$ cat src/rtl/jalr_update_queue.sv
// jalr_update_queue: detects JALR target mispredictions on three execute lanes,
// buffers predictor updates in a small coalescing queue and drains one per
// cycle onto the fetch-stage JALR predictor update port.
module jalr_update_queue #(
    parameter int ADDR_WIDTH = 32,
    parameter int DEPTH      = 4,
    parameter int INDEX_BITS = 4
) (
    input  logic                  clk,
    input  logic                  reset,
    input  logic                  res_valid_0,
    input  logic                  res_is_jalr_0,
    input  logic [ADDR_WIDTH-1:0] res_pc_plus4_0,
    input  logic                  res_pred_valid_0,
    input  logic [ADDR_WIDTH-1:0] res_pred_target_0,
    input  logic [ADDR_WIDTH-1:0] res_actual_target_0,
    input  logic                  res_valid_1,
    input  logic                  res_is_jalr_1,
    input  logic [ADDR_WIDTH-1:0] res_pc_plus4_1,
    input  logic                  res_pred_valid_1,
    input  logic [ADDR_WIDTH-1:0] res_pred_target_1,
    input  logic [ADDR_WIDTH-1:0] res_actual_target_1,
    input  logic                  res_valid_2,
    input  logic                  res_is_jalr_2,
    input  logic [ADDR_WIDTH-1:0] res_pc_plus4_2,
    input  logic                  res_pred_valid_2,
    input  logic [ADDR_WIDTH-1:0] res_pred_target_2,
    input  logic [ADDR_WIDTH-1:0] res_actual_target_2,
    output logic [ADDR_WIDTH-1:0] upd_pc_o,
    output logic                  upd_branch_o,
    output logic                  upd_mispred_o,
    output logic [ADDR_WIDTH-1:0] upd_target_o,
    output logic                  queue_full_o,
    output logic [15:0]           mispred_cnt_o,
    output logic [7:0]            drop_cnt_o
);

    localparam int NL    = 3;
    localparam int PTR_W = (DEPTH > 1) ? $clog2(DEPTH) : 1;
    localparam int CNT_W = PTR_W + 1;

    // lane inputs gathered into arrays, lane 0 is the oldest
    logic [NL-1:0]                 ln_valid, ln_jalr, ln_pvalid;
    logic [NL-1:0][ADDR_WIDTH-1:0] ln_pc4, ln_pred, ln_act;
    logic [NL-1:0]                 ln_mp, ln_surv;
    logic [NL-1:0][INDEX_BITS-1:0] ln_idx;

    assign ln_valid  = {res_valid_2, res_valid_1, res_valid_0};
    assign ln_jalr   = {res_is_jalr_2, res_is_jalr_1, res_is_jalr_0};
    assign ln_pvalid = {res_pred_valid_2, res_pred_valid_1, res_pred_valid_0};
    assign ln_pc4    = {res_pc_plus4_2, res_pc_plus4_1, res_pc_plus4_0};
    assign ln_pred   = {res_pred_target_2, res_pred_target_1, res_pred_target_0};
    assign ln_act    = {res_actual_target_2, res_actual_target_1, res_actual_target_0};

    // queue storage and control state
    logic [DEPTH-1:0][ADDR_WIDTH-1:0] ent_pc_q, ent_pc_d;
    logic [DEPTH-1:0][ADDR_WIDTH-1:0] ent_tgt_q, ent_tgt_d;
    logic [DEPTH-1:0][INDEX_BITS-1:0] ent_idx_q, ent_idx_d;
    logic [PTR_W-1:0]                 head_q, head_d, tail_q, tail_d;
    logic [CNT_W-1:0]                 count_q, count_d;

    // output registers
    logic [ADDR_WIDTH-1:0] upd_pc_q, upd_pc_d, upd_tgt_q, upd_tgt_d;
    logic                  upd_mispred_q, upd_mispred_d;
    logic                  queue_full_q, queue_full_d;
    logic [15:0]           mc_q, mc_d;
    logic [7:0]            dc_q, dc_d;

    // per-cycle working signals
    logic                        deq;
    logic [CNT_W-1:0]            avail;
    logic [DEPTH-1:0][PTR_W-1:0] slot_off;
    logic [DEPTH-1:0]            cand;
    logic                        hit;
    logic [PTR_W-1:0]            wptr;
    logic [CNT_W-1:0]            n_alloc;
    logic [1:0]                  n_drop;
    logic [1:0]                  n_mp;
    logic [16:0]                 mc_sum;
    logic [8:0]                  dc_sum;

    // misprediction detect; index is (pc_plus4 - 4)[INDEX_BITS+1:2], which
    // equals the pc_plus4 slice minus one since the low two bits never borrow
    always_comb begin
        ln_mp  = '0;
        ln_idx = '0;
        for (int k = 0; k < NL; k++) begin
            ln_mp[k]  = ln_valid[k] & ln_jalr[k] &
                        (~ln_pvalid[k] | (ln_pred[k] != ln_act[k]));
            ln_idx[k] = ln_pc4[k][INDEX_BITS+1:2] - INDEX_BITS'(1);
        end
    end

    // same-cycle coalescing: a younger lane with the same index wins
    always_comb begin
        ln_surv = ln_mp;
        for (int k = 0; k < NL; k++) begin
            for (int j = k + 1; j < NL; j++) begin
                if (ln_mp[j] && (ln_idx[j] == ln_idx[k])) ln_surv[k] = 1'b0;
            end
        end
    end

    // live entries that may absorb a new update; the head leaving this cycle
    // is excluded so its update is not silently lost
    always_comb begin
        deq      = (count_q != '0);
        avail    = CNT_W'(DEPTH) - count_q + {{(CNT_W-1){1'b0}}, deq};
        slot_off = '0;
        cand     = '0;
        for (int i = 0; i < DEPTH; i++) begin
            slot_off[i] = PTR_W'(i) - head_q;
            cand[i]     = ({1'b0, slot_off[i]} < count_q) &&
                          !(deq && (head_q == PTR_W'(i)));
        end
    end

    // queue update: coalesce into matching entries, else allocate at the tail
    // in lane order until free slots run out, counting the overflow as drops
    always_comb begin
        ent_pc_d  = ent_pc_q;
        ent_tgt_d = ent_tgt_q;
        ent_idx_d = ent_idx_q;
        wptr      = tail_q;
        n_alloc   = '0;
        n_drop    = '0;
        hit       = 1'b0;
        for (int k = 0; k < NL; k++) begin
            hit = 1'b0;
            if (ln_surv[k]) begin
                for (int i = 0; i < DEPTH; i++) begin
                    if (!hit && cand[i] && (ent_idx_q[i] == ln_idx[k])) begin
                        hit          = 1'b1;
                        ent_pc_d[i]  = ln_pc4[k];
                        ent_tgt_d[i] = ln_act[k];
                    end
                end
                if (!hit) begin
                    if (n_alloc < avail) begin
                        ent_pc_d[wptr]  = ln_pc4[k];
                        ent_tgt_d[wptr] = ln_act[k];
                        ent_idx_d[wptr] = ln_idx[k];
                        wptr            = wptr + PTR_W'(1);
                        n_alloc         = n_alloc + CNT_W'(1);
                    end else begin
                        n_drop = n_drop + 2'd1;
                    end
                end
            end
        end
        tail_d  = wptr;
        head_d  = head_q + (deq ? PTR_W'(1) : PTR_W'(0));
        count_d = count_q - {{(CNT_W-1){1'b0}}, deq} + n_alloc;
    end

    // output staging and saturating counters
    always_comb begin
        upd_mispred_d = deq;
        upd_pc_d      = deq ? ent_pc_q[head_q]  : upd_pc_q;
        upd_tgt_d     = deq ? ent_tgt_q[head_q] : upd_tgt_q;
        queue_full_d  = (count_d == CNT_W'(DEPTH));
        n_mp          = {1'b0, ln_mp[0]} + {1'b0, ln_mp[1]} + {1'b0, ln_mp[2]};
        mc_sum        = {1'b0, mc_q} + {15'd0, n_mp};
        mc_d          = mc_sum[16] ? 16'hFFFF : mc_sum[15:0];
        dc_sum        = {1'b0, dc_q} + {7'd0, n_drop};
        dc_d          = dc_sum[8] ? 8'hFF : dc_sum[7:0];
    end

    // state registers, asynchronously cleared
    always_ff @(posedge clk or negedge reset) begin
        if (!reset) begin
            ent_pc_q      <= '0;
            ent_tgt_q     <= '0;
            ent_idx_q     <= '0;
            head_q        <= '0;
            tail_q        <= '0;
            count_q       <= '0;
            upd_pc_q      <= '0;
            upd_tgt_q     <= '0;
            upd_mispred_q <= 1'b0;
            queue_full_q  <= 1'b0;
            mc_q          <= '0;
            dc_q          <= '0;
        end else begin
            ent_pc_q      <= ent_pc_d;
            ent_tgt_q     <= ent_tgt_d;
            ent_idx_q     <= ent_idx_d;
            head_q        <= head_d;
            tail_q        <= tail_d;
            count_q       <= count_d;
            upd_pc_q      <= upd_pc_d;
            upd_tgt_q     <= upd_tgt_d;
            upd_mispred_q <= upd_mispred_d;
            queue_full_q  <= queue_full_d;
            mc_q          <= mc_d;
            dc_q          <= dc_d;
        end
    end

    assign upd_pc_o      = upd_pc_q;
    assign upd_target_o  = upd_tgt_q;
    assign upd_mispred_o = upd_mispred_q;
    assign upd_branch_o  = 1'b0;
    assign queue_full_o  = queue_full_q;
    assign mispred_cnt_o = mc_q;
    assign drop_cnt_o    = dc_q;

endmodule

$ cat config.mk
export PLATFORM = sky130hd
export DESIGN_NAME = jalr_update_queue
export DESIGN_NICKNAME = d
export VERILOG_FILES = /design/src/rtl/jalr_update_queue.sv
export SDC_FILE = /design/constraint.sdc
export NUM_CORES = 1
export LEC_CHECK = 0
export BUFFER_PORTS_ARGS = -buffer_cell sky130_fd_sc_hd__buf_2
export CORE_ASPECT_RATIO = 2
export CORE_MARGIN = 2
export CORE_UTILIZATION = 63
export DETAILED_ROUTE_END_ITERATION = 6
export HOLD_SLACK_MARGIN = 0.06
export MAX_ROUTING_LAYER = met4
export PLACE_DENSITY = 0.95
export SLEW_MARGIN = 20
export SYNTH_ARGS = -nofsm -noshare
export SYNTH_HDL_FRONTEND = slang
export SYNTH_SLANG_ARGS = --single-unit
$ cat constraint.sdc
create_clock -name clk -period 10 [get_ports clk]
set_clock_uncertainty 0.15 [all_clocks]
set_input_delay 1 -clock clk [delete_from_list [all_inputs] [get_ports clk]]
set_output_delay 1 -clock clk [all_outputs]
set_load 0.05 [all_outputs]
# [After elaboration in Yosys (flattened, before gate mapping)]
# Index checks and enable logic that the tools add are counted.
[word_totals] ff_bits=369 inputBits=299 out_inout_bits=91 wordCells=299
[classes] n_addsub=23 order_cmp=14 n_eq_ne=22 mux=157 bitwise_logic=12 reduce_logical=50
[ops] op="two-way mux 128 bit" n=18
[ops] op="two-way mux 32 bit" n=53
[ops] op="bitwise mux 128 bit" n=6
[ops] op="demux 32 bit (select 2 bit)" n=3
[ops] op="two-way mux 16 bit" n=10
[ops] op="binary-select mux 32 bit (select 2 bit)" n=2
[ops] op="!= test 32 bit" n=3
[ops] op="== test 4 bit" n=15
[ops] op="bitwise mux 16 bit" n=3
[ops] op="logical AND 1 bit" n=35
[ops] op="two-way mux 1 bit" n=34
[ops] op="two-way mux 2 bit" n=15
[ops] op="demux 4 bit (select 2 bit)" n=3
[ops] op="two-way mux 3 bit" n=6
[ops] op="adder 16 x 2 -> 17 bit" n=1
[ops] op="zero test 1 bit" n=13
[ops] op="< comparator 2 x 3 -> 1 bit" n=4
[ops] op="< comparator 2 x 3 -> 1 bit, second input constant" n=4
[ops] op="two-way mux 4 bit" n=3
[ops] op="subtractor 4 x 1 -> 4 bit, second input constant" n=3
[ops] op="adder 2 x 1 -> 2 bit, second input constant" n=5
[ops] op="adder 8 x 2 -> 9 bit" n=1
[ops] op="two-way mux 8 bit" n=1
[ops] op="adder 3 x 1 -> 3 bit, second input constant" n=2
[ops] op="19 further kinds" n=35

# [Longest topological paths before layout]
# Gate-level depths: netlist (run 1).
[logic_depth] word_depth=38 mapped_depth=29 depth_no_buf=25

# [Least setup slack after synthesis (run 1)]
# OpenSTA, ideal clock, no wires.
[synth_timing] path_type="reg-to-reg" start="register head_q[0]" end="register queue_full_q, in the netlist queue_full_o" setup_ns=0.094 arrival_time_ns=6.346 t_required_ns=9.756 setup_slack_ns=3.410 stages_incl_launch_ff=29 path_buffers=5 period_less_slack_ns=6.590 path_cell_list="dfrtp_1 clkbuf_1 buf_1 buf_1 inv_1 ha_1 ha_1 a21oi_1 o2111ai_2 nor4b_4 o21a_1 and2_1 clkbuf_1 o21ai_0 ha_1 and3_1 ha_1 o21ai_0 a21oi_1 nor2_2 buf_4 xnor2_1 ha_1 inv_1 ha_1 fa_1 xnor2_1 nand3_1 a211oi_1"
[synth_via] elab_chain_len=34 word_cells_on_any_way=92 cone_classes="add/sub (7); order compare (6); eq/ne (4); mux (32); reduce/logical (43)"
[synth_rtl] item="from (decl)" line_no="59" source="logic [PTR_W-1:0] head_q, head_d, tail_q, tail_d;"
[synth_rtl] item="from (signal assigned)" line_no="175" source="head_q <= '0;"
[synth_rtl] item="from (signal assigned)" line_no="188" source="head_q <= head_d;"
[synth_rtl] item="parallel branches: the longest is 31 deep, another holds < comparator 2 x 3 -> 1 bit"
[synth_rtl] item="two-way mux 3 bit (*)" line_no="130" source="if (ln_surv[k]) begin"
[synth_rtl] item="adder 3 bit (*)" line_no="153" source="count_d = count_q - {{(CNT_W-1){1'b0}}, deq} + n_alloc;"
[synth_rtl] item="== test 3 bit (*)" line_no="161" source="queue_full_d = (count_d == CNT_W'(DEPTH));"
[synth_rtl] item="named net queue_full_d" line_no="65" source="logic queue_full_q, queue_full_d;"
[synth_rtl] item="to (signal assigned)" line_no="194" source="queue_full_q <= queue_full_d;"
[synth_rtl] item="to (decl)" line_no="65"
# Mark *: on every way through the listed nets, which the timed path passes. The select of a mux whose other input is x is not followed.
# A chain may end at the register's enable or synchronous reset.

==> results of run 1 <==
[state kept, by name, summed over array words and instances (netlist names)]
register / flops
ent_tgt_q: 128
queue_full_o: 1
upd_target_o: 32
ent_pc_q: 128
count_q: 3
tail_q: 2
head_q: 2
drop_cnt_o: 8
mispred_cnt_o: 16
ent_idx_q: 16
upd_mispred_o: 1
upd_pc_o: 32
[critical path, cell delays in order (launching register included)]
cell	delay, ns
dfrtp_1	0.55
nor3_2	0.27
buf_4	0.55
ha_1	0.27
inv_1	0.04
ha_1	0.18
xnor2_1	0.17
nand3_1	0.23
o31ai_1	0.16
nor4b_4	0.39
o21a_1	0.26
and2_1	0.30
o21ai_0	0.15
ha_1	0.23
and3_1	0.18
ha_1	0.29
o21ai_0	0.25
a21oi_1	0.14
nor2_2	0.63
a2bb2o_4	0.94
buf_4	0.39
mux2_2	0.38
[cell type report]
cell class,instances,area [um^2],area share (%)
Antenna cell,19,47.5,0.166
Clock buffer,50,1070,3.72
Inverter,43,161,0.564
Sequential cell,369,9240,32.3
Tap cell,525,657,2.29
Clock inverter,16,206,0.721
Multi-Input combinational cell,1619,15000,52.5
Timing Repair Buffer,420,2230,7.78
[cell usage after synthesis (4+ instances only)]
| library cell | instances | area [um^2] |
|---|---|---|
| nor4_1 | 16 | 100 |
| a31oi_1 | 6 | 37.5 |
| nand2b_1 | 7 | 43.8 |
| o21a_1 | 4 | 30.0 |
| nand3_1 | 22 | 110 |
| o2111ai_1 | 4 | 35.0 |
| o21ai_1 | 47 | 235 |
| mux2_1 | 268 | 3020 |
| a21o_1 | 4 | 30.0 |
| xnor2_1 | 79 | 692 |
| nor3_1 | 16 | 80.1 |
| nor2b_1 | 5 | 31.3 |
| o21ai_0 | 50 | 250 |
| buf_4 | 5 | 37.5 |
| a21oi_1 | 14 | 70.1 |
| fa_1 | 4 | 80.1 |
| xor2_1 | 83 | 727 |
| buf_2 | 69 | 345 |
| and2_1 | 11 | 68.8 |
| nor2_1 | 13 | 48.8 |
| inv_1 | 41 | 154 |
| clkbuf_1 | 40 | 150 |
| and3_1 | 6 | 37.5 |
| nand2_1 | 305 | 1140 |
| mux2i_1 | 115 | 1150 |
| buf_1 | 9 | 33.8 |
| dfrtp_1 | 369 | 9230 |
| xnor3_1 | 11 | 248 |
| nand4_1 | 14 | 87.6 |
| mux2_2 | 353 | 3980 |
| ha_1 | 37 | 463 |
| mux4_2 | 64 | 1440 |
| buf_6 | 13 | 146 |
[cell families (layout without fill, tap and decap cells)]
| group | count (synthesis) | count (layout) |
|---|---|---|
| AOI/OAI and AO/OA | 165 | 165 |
| xor gates and xnor gates | 179 | 179 |
| adders and majority gates | 41 | 41 |
| buffers and inverters | 179 | 529 |
| DFF | 369 | 369 |
| muxes | 800 | 800 |
| other | 1 | 20 |
| and+or+nand+nor | 433 | 433 |
[metrics by stage]
| step | hold WS (ns) | instances | setup slack, ns | power [mW] | area (um^2) |
|---|---|---|---|---|---|
| CTS | 0.316 | 3041 | 2.81 | 9.99 | 28500 |
| floorplan | 0.382 | 2167 | 3.41 | 6.96 | 25000 |
| global placement | 0.297 | 2975 | 2.44 | 8.11 | 27300 |
| detailed placement | 0.301 | 2975 | 2.42 | 8.44 | 27300 |
| finish | 0.192 | 3061 | 2.67 | 10.1 | 28600 |
| global route | 0.208 | 3059 | 2.20 | 10.6 | 28600 |
[power by group through the flow]
stage	clock [mW]	sequential, mW	combinational (mW)
2_1_floorplan	0	3.15	3.80
3_3_place_gp	0	2.72	5.39
3_5_place_dp	0	2.80	5.64
4_1_cts	1.49	2.78	5.71
5_1_grt	1.55	2.86	6.14
6_report	1.49	2.80	5.77
[how the worst min path moves through the flow]
stage | startpoint | end | slack [ns] | depth (start not counted)
floorplan | head_q[0]$_DFF_PN0_ | head_q[0]$_DFF_PN0_ | 0.38 | 1
global placement | upd_pc_o[15]$_DFFE_PN0P_ | upd_pc_o[15]$_DFFE_PN0P_ | 0.30 | 2
detailed placement | upd_target_o[7]$_DFFE_PN0P_ | upd_target_o[7]$_DFFE_PN0P_ | 0.30 | 2
CTS | upd_target_o[7]$_DFFE_PN0P_ | upd_target_o[7]$_DFFE_PN0P_ | 0.32 | 2
global route | reset | queue_full_o$_DFF_PN0_ | 0.21 | 1
finish | reset | ent_idx_q[0]$_DFF_PN0_ | 0.19 | 1
[metal layers]
layer / vias up / global-route usage, % / wire (um)
met2: 1340 / 70.0 / 41800
met5: - / - / 0
li1: 8422 / - / -
met3: 561 / 7.59 / 6450
met1: 9970 / 40.0 / 26700
met4: 0 / 42.3 / 9950
==> flow_metrics.env, run 1 <==
export IMPL_status="complete, but fails checks"
export IMPL_violations="design-rule violations"
export IMPL_switchingPower_mw=4.26
export IMPL_dr_pass1_iters=7
export IMPL_io_pins=390
export IMPL_clk_pin_slew_ns=0.07
export IMPL_final_util_pct=72.8
export IMPL_ys_ff_latch=369
export IMPL_cts_inserted_buffers=36
export IMPL_r2r_start="count_q[2]$_DFF_PN0_"
export IMPL_synthSimpleGateAreaFrac_pct=7.78
export IMPL_die_area_mm2=0.0415
export IMPL_ys_types=73
export IMPL_r2r_slack_ns=2.67
export IMPL_end_kind="register"
export IMPL_finalMaxSlewViolations=0
export IMPL_drtIter0Drc=1596
export IMPL_cts_tree="built"
export IMPL_grt_overflow=0
export IMPL_cts_root_buffer="clkbuf_16"
export IMPL_yosys_warnings=0
export IMPL_clock_path_buffers=3
export IMPL_synth_compound_area_share_pct=4.21
export IMPL_min_path_type="primary input to asynchronous set/reset pin"
export IMPL_cts_resized=0
export IMPL_seqPwrFrac_pct=27.8
export IMPL_grt_pass1_wl_mm=128
export IMPL_p_per_area_mw_per_mm2=351
export IMPL_syn_area_mm2=0.0250
export IMPL_dp_hpwl_mm=58.2
export IMPL_muxShareOfSynthArea_pct=38.3
export IMPL_viasPerCell=6.63
export IMPL_antenna_found_initial=15
export IMPL_final_hold_viol_count=0
export IMPL_sw_frac_of_total_pct=42.4
export IMPL_die_w_um=145
export IMPL_htree_levels=2
export IMPL_grt_use_total_pct=42.1
export IMPL_synth_fp_nets=2507
export IMPL_worst_pin_slew_ns=1.12
export IMPL_drt_total_wl_mm=84.9
export IMPL_fmax_mhz=136
export IMPL_ant_nets=0
export IMPL_finalSetupTns_ns=0
export IMPL_ctsHoldBuffers=0
export IMPL_drive_above_1_share_pct=37.1
export IMPL_final_nets=2829
export IMPL_synthCells=2167
export IMPL_grt_max_degree=166
export IMPL_syn2layout_area_growth_pct=14.3
export IMPL_clock_latency_ns=0.55
export IMPL_r2r_end="ent_tgt_q[92]$_DFF_PN0_"
export IMPL_final_cell_mix="buf_2, dfrtp_1, mux2_2"
export IMPL_ys_seq_area_share_pct=36.9
export IMPL_layout_commonest_cell="buf_2"
export IMPL_crit_path_end="ent_tgt_q[92]$_DFF_PN0_"
export IMPL_power_internal_mw=5.80
export IMPL_irDropWorstVdd_mv=0.184
export IMPL_first_global_vias=22500
export IMPL_core_area_mm2=0.0393
export IMPL_vias=20300
export IMPL_clock_sinks=369
export IMPL_finalCritPeriodShare_pct=73.3
export IMPL_die_height_um=286
export IMPL_leakagePower_nw=13.3
export IMPL_synth_fa_ha_area_share_pct=2.17
export IMPL_gp_congestion=1.04
export IMPL_worstPathArrival_ns=7.61
export IMPL_path_class="register to register"
export IMPL_r2r_cells=21
export IMPL_cp_max_fo=53
export IMPL_post_cts_buffers=0
export IMPL_period_needed_ns=7.33
export IMPL_drc=3
export IMPL_rsz0062_at_grt="no"
export IMPL_start_util_pct=63.7
export IMPL_async_flop_share_pct=100
export IMPL_pwr_share_clk_pct=14.8
export IMPL_worstPathRequired_ns=10.28
export IMPL_nFillCells=2499
export IMPL_syn_area_per_cell_um2=11.6
export IMPL_slew_headroom_pct=25.0
export IMPL_port_buffers=388
export IMPL_setup_violations=0
export IMPL_synth_xor_xnor_area_share_pct=7.18
export IMPL_rows=103
export IMPL_synth_flop_cell="dfrtp_1"
export IMPL_combPwrFrac_pct=57.4
export IMPL_synth_top_family_by_area="multiplexers"
export IMPL_synth_edf_count=0
export IMPL_drv_cap=0
export IMPL_start_kind="register"
export IMPL_critPathLaunch="count_q[2]$_DFF_PN0_"
export IMPL_post_drt_wl_per_cell_um=27.7
Power figures use the tool's default switching activity.
==> run 2, diff against run 1 <==
CORE_UTILIZATION = 58   (was 63)
PLACE_DENSITY = 0.92   (was 0.95)
clock period = 6.83 ns   (was 10 ns; I/O delays follow)
==> flow_metrics.env, run 2 (synthesis gave the netlist of run 1 again) <==
export IMPL_final_hold_viol_count=0
export IMPL_end_kind="register"
export IMPL_worst_pin_slew_ns=1.02
export IMPL_grt_use_total_pct=39.7
export IMPL_first_global_vias=22100
export IMPL_vias=19900
export IMPL_path_class="register to register"
export IMPL_drtIter0Drc=1206
export IMPL_cts_root_buffer="clkbuf_16"
export IMPL_antenna_found_initial=21
export IMPL_fin_ws_ns=0.828
export IMPL_grt_pass1_wl_mm=129
export IMPL_start_kind="register"
export IMPL_power_mw=14.9
export IMPL_ant_nets=0
export IMPL_pwr_share_clk_pct=14.7
export IMPL_finalSetupTns_ns=0
export IMPL_viasPerCell=6.38
export IMPL_status="finished, final reports clean"
export IMPL_slew_headroom_pct=32.2
export IMPL_switchingPower_mw=6.28
export IMPL_combPwrFrac_pct=57.8
export IMPL_period_needed_ns=6.00
export IMPL_final_cell_area_mm2=0.0291
export IMPL_clock_sinks=369
export IMPL_dr_pass1_iters=7
export IMPL_grt_max_degree=147
export IMPL_clock_path_buffers=3
export IMPL_die_w_um=151
export IMPL_syn2layout_area_growth_pct=16.1
export IMPL_post_cts_buffers=0
export IMPL_htree_levels=2
export IMPL_wl_met2_mm=43.2
export IMPL_final_nets=2852
export IMPL_place_ws_ns=0.537
export IMPL_finalMaxSlewViolations=0
export IMPL_clock_latency_ns=0.56
export IMPL_io_pins=390
export IMPL_sw_frac_of_total_pct=42.1
export IMPL_cts_inserted_buffers=37
export IMPL_fmax_mhz=167
export IMPL_irDropWorstVdd_mv=0.377
export IMPL_clk_pin_slew_ns=0.07
export IMPL_finalCritPeriodShare_pct=87.9
export IMPL_gp_congestion=1.04
export IMPL_post_drt_wl_per_cell_um=27.6
export IMPL_reg_top3="ent_pc_q x128, ent_tgt_q x128"
export IMPL_power_internal_mw=8.63
export IMPL_leakagePower_nw=13.5
export IMPL_drive_above_1_share_pct=37.5
export IMPL_die_area_mm2=0.0450
export IMPL_rsz0062_at_grt="no"
export IMPL_seqPwrFrac_pct=27.5
export IMPL_layout_commonest_cell="buf_2"
export IMPL_top_layer="met4"
export IMPL_rows=107
export IMPL_drv_cap=0
export IMPL_drt_total_wl_mm=85.7
export IMPL_port_buffers=388
export IMPL_p_per_area_mw_per_mm2=513
export IMPL_ctsHoldBuffers=1
export IMPL_cts_resized=0
export IMPL_setup_violations=0
export IMPL_worstPathRequired_ns=7.13
export IMPL_wirelength_met1_mm=26.8
export IMPL_core_area_mm2=0.0426
export IMPL_cp_max_fo=22
export IMPL_worstPathArrival_ns=6.30
export IMPL_min_path_type="primary input to register"
export IMPL_routed_wl_met3_mm=6.13
export IMPL_cts_tree="built"
export IMPL_die_height_um=298
export IMPL_start_util_pct=58.8
export IMPL_final_cell_mix="buf_2, dfrtp_1, mux2_2"
export IMPL_grt_overflow=0
export IMPL_dp_hpwl_mm=61.1
export IMPL_placed_area_mm2=0.0277
export IMPL_drc=0
[run 2: changes by cell type in the layout (fill, tap and decap cells not counted), sizes merged]
cell,change
clkinvlp,-1
diode,+6
clkbuf,+4
buf,+21
dlygate4sd3,+1
clkinv,-1
[run 2: path summary, 6_finish.rpt]
| path | startpoint | endpoint | slack [ns] | cells past startpoint |
|---|---|---|---|---|
| setup / recovery | head_q[1]$_DFF_PN0_ | queue_full_o$_DFF_PN0_ | 0.83 | 23 |
| hold / removal | res_pc_plus4_2[1] | ent_pc_q[97]$_DFF_PN0_ | 0.23 | 3 |
| setup reg to reg | head_q[1]$_DFF_PN0_ | queue_full_o$_DFF_PN0_ | 0.83 | 23 |
| hold reg to reg | upd_pc_o[12]$_DFFE_PN0P_ | upd_pc_o[12]$_DFFE_PN0P_ | 0.31 | 2 |
| max in group asynchronous | reset | head_q[1]$_DFF_PN0_ | 4.65 | 3 |
| min in group asynchronous | reset | mispred_cnt_o[14]$_DFF_PN0_ | 0.55 | 2 |
[run 2: area by class of cell]
| cell class | count | area [um^2] |
|---|---|---|
| antenna | 25 | 62.6 |
| fill | 3003 | 13500 |
| multi-input combinational | 1619 | 15000 |
| clock inverter | 14 | 203 |
| tap | 545 | 682 |
| sequential | 369 | 9240 |
| inverter | 43 | 161 |
| timing repair buffer | 442 | 2620 |
| clock buffer | 54 | 1080 |
[run 2: power by group through the flow]
| stage | clock network [mW] | logic [mW] | registers [mW] |
|---|---|---|---|
| floorplan | 0 | 5.57 | 4.62 |
| global placement | 0 | 8.09 | 4.00 |
| detailed placement | 0 | 8.50 | 4.12 |
| CTS | 2.22 | 8.56 | 4.09 |
| global route | 2.30 | 9.18 | 4.22 |
| finish | 2.19 | 8.61 | 4.10 |
[run 2: critical path: stages, from the launching register on]
cell and delay (ns):
dfrtp_4 0.70, inv_1 0.19, ha_1 0.34, ha_1 0.29, a21oi_1 0.12, o2111ai_2 0.39, nor4b_4 0.38, o21a_1 0.26
and2_1 0.16, o21ai_0 0.10, ha_1 0.21, and3_1 0.16, ha_1 0.28, o21ai_0 0.27, a21oi_1 0.11, nor2_2 0.16
xnor2_1 0.08, ha_1 0.28, inv_1 0.04, ha_1 0.19, fa_1 0.43, xnor2_1 0.22, nand3_1 0.12, a211oi_1 0.25
[run 2: per-layer routing]
| metal | global-route usage [%] | vias to the layer above |
|---|---|---|
| li1 | - | 8483 |
| met1 | 37.8 | 9779 |
| met2 | 65.1 | 1124 |
| met3 | 8.10 | 465 |
| met4 | 37.4 | 0 |
| met5 | - | - |
[run 2: stage by stage]
stage / cells / hold WS (ns) / utilization, %
finish: 3111 / 0.230 / 68.3
global route: 3107 / 0.245 / 68.3
CTS: 3086 / 0.219 / 68.1
detailed placement: 3017 / 0.301 / 65.1
global placement: 3017 / 0.297 / 65.1
floorplan: 2167 / 0.237 / -
==> run 3, diff against run 2 <==
MAX_ROUTING_LAYER = not set   (was met4)
RECOVER_POWER = 25   (was not set)
==> flow_metrics.env, run 3 (synthesis gave the netlist of run 1 again) <==
export IMPL_clock_path_buffers=3
export IMPL_grt_busiest_layer="met2"
export IMPL_die_w_um=151
export IMPL_rsz0062_at_grt="no"
export IMPL_min_path_type="primary input to asynchronous set/reset pin"
export IMPL_critPathMaxStageDelay_ns=0.58
export IMPL_cp_max_fo=11
export IMPL_finalSetupTns_ns=0
export IMPL_path_class="register to register"
export IMPL_grt_overflow=0
export IMPL_port_buffers=388
export IMPL_fmax_mhz=162
export IMPL_post_cts_buffers=0
export IMPL_drv_cap=3
export IMPL_seqPwrFrac_pct=27.6
export IMPL_worstPathArrival_ns=6.48
export IMPL_r2r_start="count_q[2]$_DFF_PN0_"
export IMPL_final_cell_area_mm2=0.0290
export IMPL_rows=107
export IMPL_dr_pass1_iters=5
export IMPL_leakagePower_nw=13.6
export IMPL_die_area_mm2=0.0450
export IMPL_grt_use_total_pct=39.2
export IMPL_ctsHoldBuffers=0
export IMPL_crit_path_end="queue_full_o$_DFF_PN0_"
export IMPL_cts_tree="built"
export IMPL_cts_resized=0
export IMPL_cts_inserted_buffers=36
export IMPL_period_needed_ns=6.19
export IMPL_syn2layout_area_growth_pct=16.0
export IMPL_grt_use_met3_pct=9.07
export IMPL_pwr_share_clk_pct=14.3
export IMPL_p_per_area_mw_per_mm2=514
export IMPL_grt_pass1_wl_mm=131
export IMPL_power_internal_mw=8.60
export IMPL_status="complete, but fails checks"
export IMPL_layout_commonest_cell="buf_2"
export IMPL_viasPerCell=6.42
export IMPL_critPathLaunch="count_q[2]$_DFF_PN0_"
export IMPL_worstPathRequired_ns=7.12
export IMPL_first_global_vias=22100
export IMPL_finalCritPeriodShare_pct=90.6
export IMPL_crit_top_cell="ha_1"
export IMPL_die_height_um=298
export IMPL_post_drt_wl_per_cell_um=28.0
export IMPL_antenna_found_initial=25
export IMPL_end_kind="register"
export IMPL_final_nets=2864
export IMPL_placed_area_mm2=0.0278
export IMPL_vias=20000
export IMPL_drtIter0Drc=1390
export IMPL_final_hold_viol_count=11
export IMPL_ant_nets=0
export IMPL_setup_violations=0
export IMPL_final_cell_mix="buf_2, dfrtp_1, mux2_2"
export IMPL_htree_levels=2
export IMPL_r2r_cells=26
export IMPL_clock_latency_ns=0.56
export IMPL_core_area_mm2=0.0426
export IMPL_slew_headroom_pct=-189
export IMPL_drt_total_wl_mm=87.3
export IMPL_finalMaxSlewViolations=264
export IMPL_r2r_end="queue_full_o$_DFF_PN0_"
export IMPL_worst_pin_slew_ns=4.33
export IMPL_drc=0
export IMPL_use_met2_pct=66.7
export IMPL_r2r_slack_ns=0.64
export IMPL_start_kind="register"
export IMPL_switchingPower_mw=6.33
export IMPL_violations="negative hold slack, max-capacitance violations, max-slew violations"
export IMPL_whs_ns=-0.0254
export IMPL_drive_above_1_share_pct=37.6
export IMPL_grt_max_degree=168
export IMPL_sw_frac_of_total_pct=42.4
export IMPL_dp_hpwl_mm=62.7
export IMPL_critPathSlowestCell="nor3_1"
export IMPL_use_met1_pct=37.9
export IMPL_combPwrFrac_pct=58.1
export IMPL_clock_sinks=369
export IMPL_reg_top3="ent_pc_q x128, ent_tgt_q x128"
export IMPL_cts_root_buffer="clkbuf_16"
export IMPL_clk_pin_slew_ns=0.06
export IMPL_io_pins=390
export IMPL_irDropWorstVdd_mv=0.293
export IMPL_gp_congestion=1.01
export IMPL_start_util_pct=58.8
run 3: cell count changes in the layout (fill, tap and decap cells not counted), sizes merged:
cell         change
diode            -1
clkinvlp         -1
buf             +11
dlygate4sd3      -1
run 3: layout make-up:
type	instances	area (um^2)
antenna	24	60.1
tap	545	682
sequential	369	9240
inverter	43	161
timing repair buffer	455	2660
multi-input combinational	1619	15000
clock buffer	51	1040
clock inverter	13	188
fill	2960	13500
run 3: critical path, delay by kind of cell (launching register included):
| family | cells | cell delay [ns] |
|---|---|---|
| AOI/OAI and AO/OA | 6 | 1.11 |
| xor gates and xnor gates | 3 | 0.48 |
| adders and majority gates | 7 | 1.87 |
| buffers and inverters | 3 | 0.23 |
| DFF | 1 | 0.56 |
| and+or+nand+nor | 7 | 1.69 |
run 3: power by group through the flow:
stage | clock (mW) | combinational [mW] | sequential (mW)
6_report | 2.13 | 8.68 | 4.12
5_1_grt | 2.23 | 9.25 | 4.23
4_1_cts | 2.14 | 8.61 | 4.10
3_5_place_dp | 0 | 8.54 | 4.13
3_3_place_gp | 0 | 8.11 | 4.01
2_1_floorplan | 0 | 5.57 | 4.62
run 3: worst min-delay path by stage:
| stage | from | end | depth (start not counted) |
|---|---|---|---|
| after floorplan | reset | count_q[0]$_DFF_PN0_ | 0 |
| after global placement | upd_pc_o[22]$_DFFE_PN0P_ | upd_pc_o[22]$_DFFE_PN0P_ | 2 |
| after detailed placement | upd_target_o[26]$_DFFE_PN0P_ | upd_target_o[26]$_DFFE_PN0P_ | 2 |
| after CTS | reset | upd_target_o[13]$_DFFE_PN0P_ | 1 |
| after global routing | reset | upd_target_o[13]$_DFFE_PN0P_ | 1 |
| final | reset | mispred_cnt_o[8]$_DFF_PN0_ | 1 |
run 3: metrics by stage:
step | cells | power, mW | setup slack, ns | utilization (%)
floorplan | 2167 | 10.2 | 0.240 | -
global placement | 3031 | 12.1 | 0.538 | 65.3
detailed placement | 3031 | 12.7 | 0.424 | 65.3
CTS | 3095 | 14.9 | 0.912 | 68.1
global route | 3112 | 15.7 | 0.223 | 68.2
finish | 3119 | 14.9 | 0.641 | 68.2
run 3: per-layer routing:
metal	vias to the layer above	part of all wire (%)
met1	9909	31
met3	447	7.7
met2	1168	51
met5	-	0.069
li1	8489	-
met4	8	11
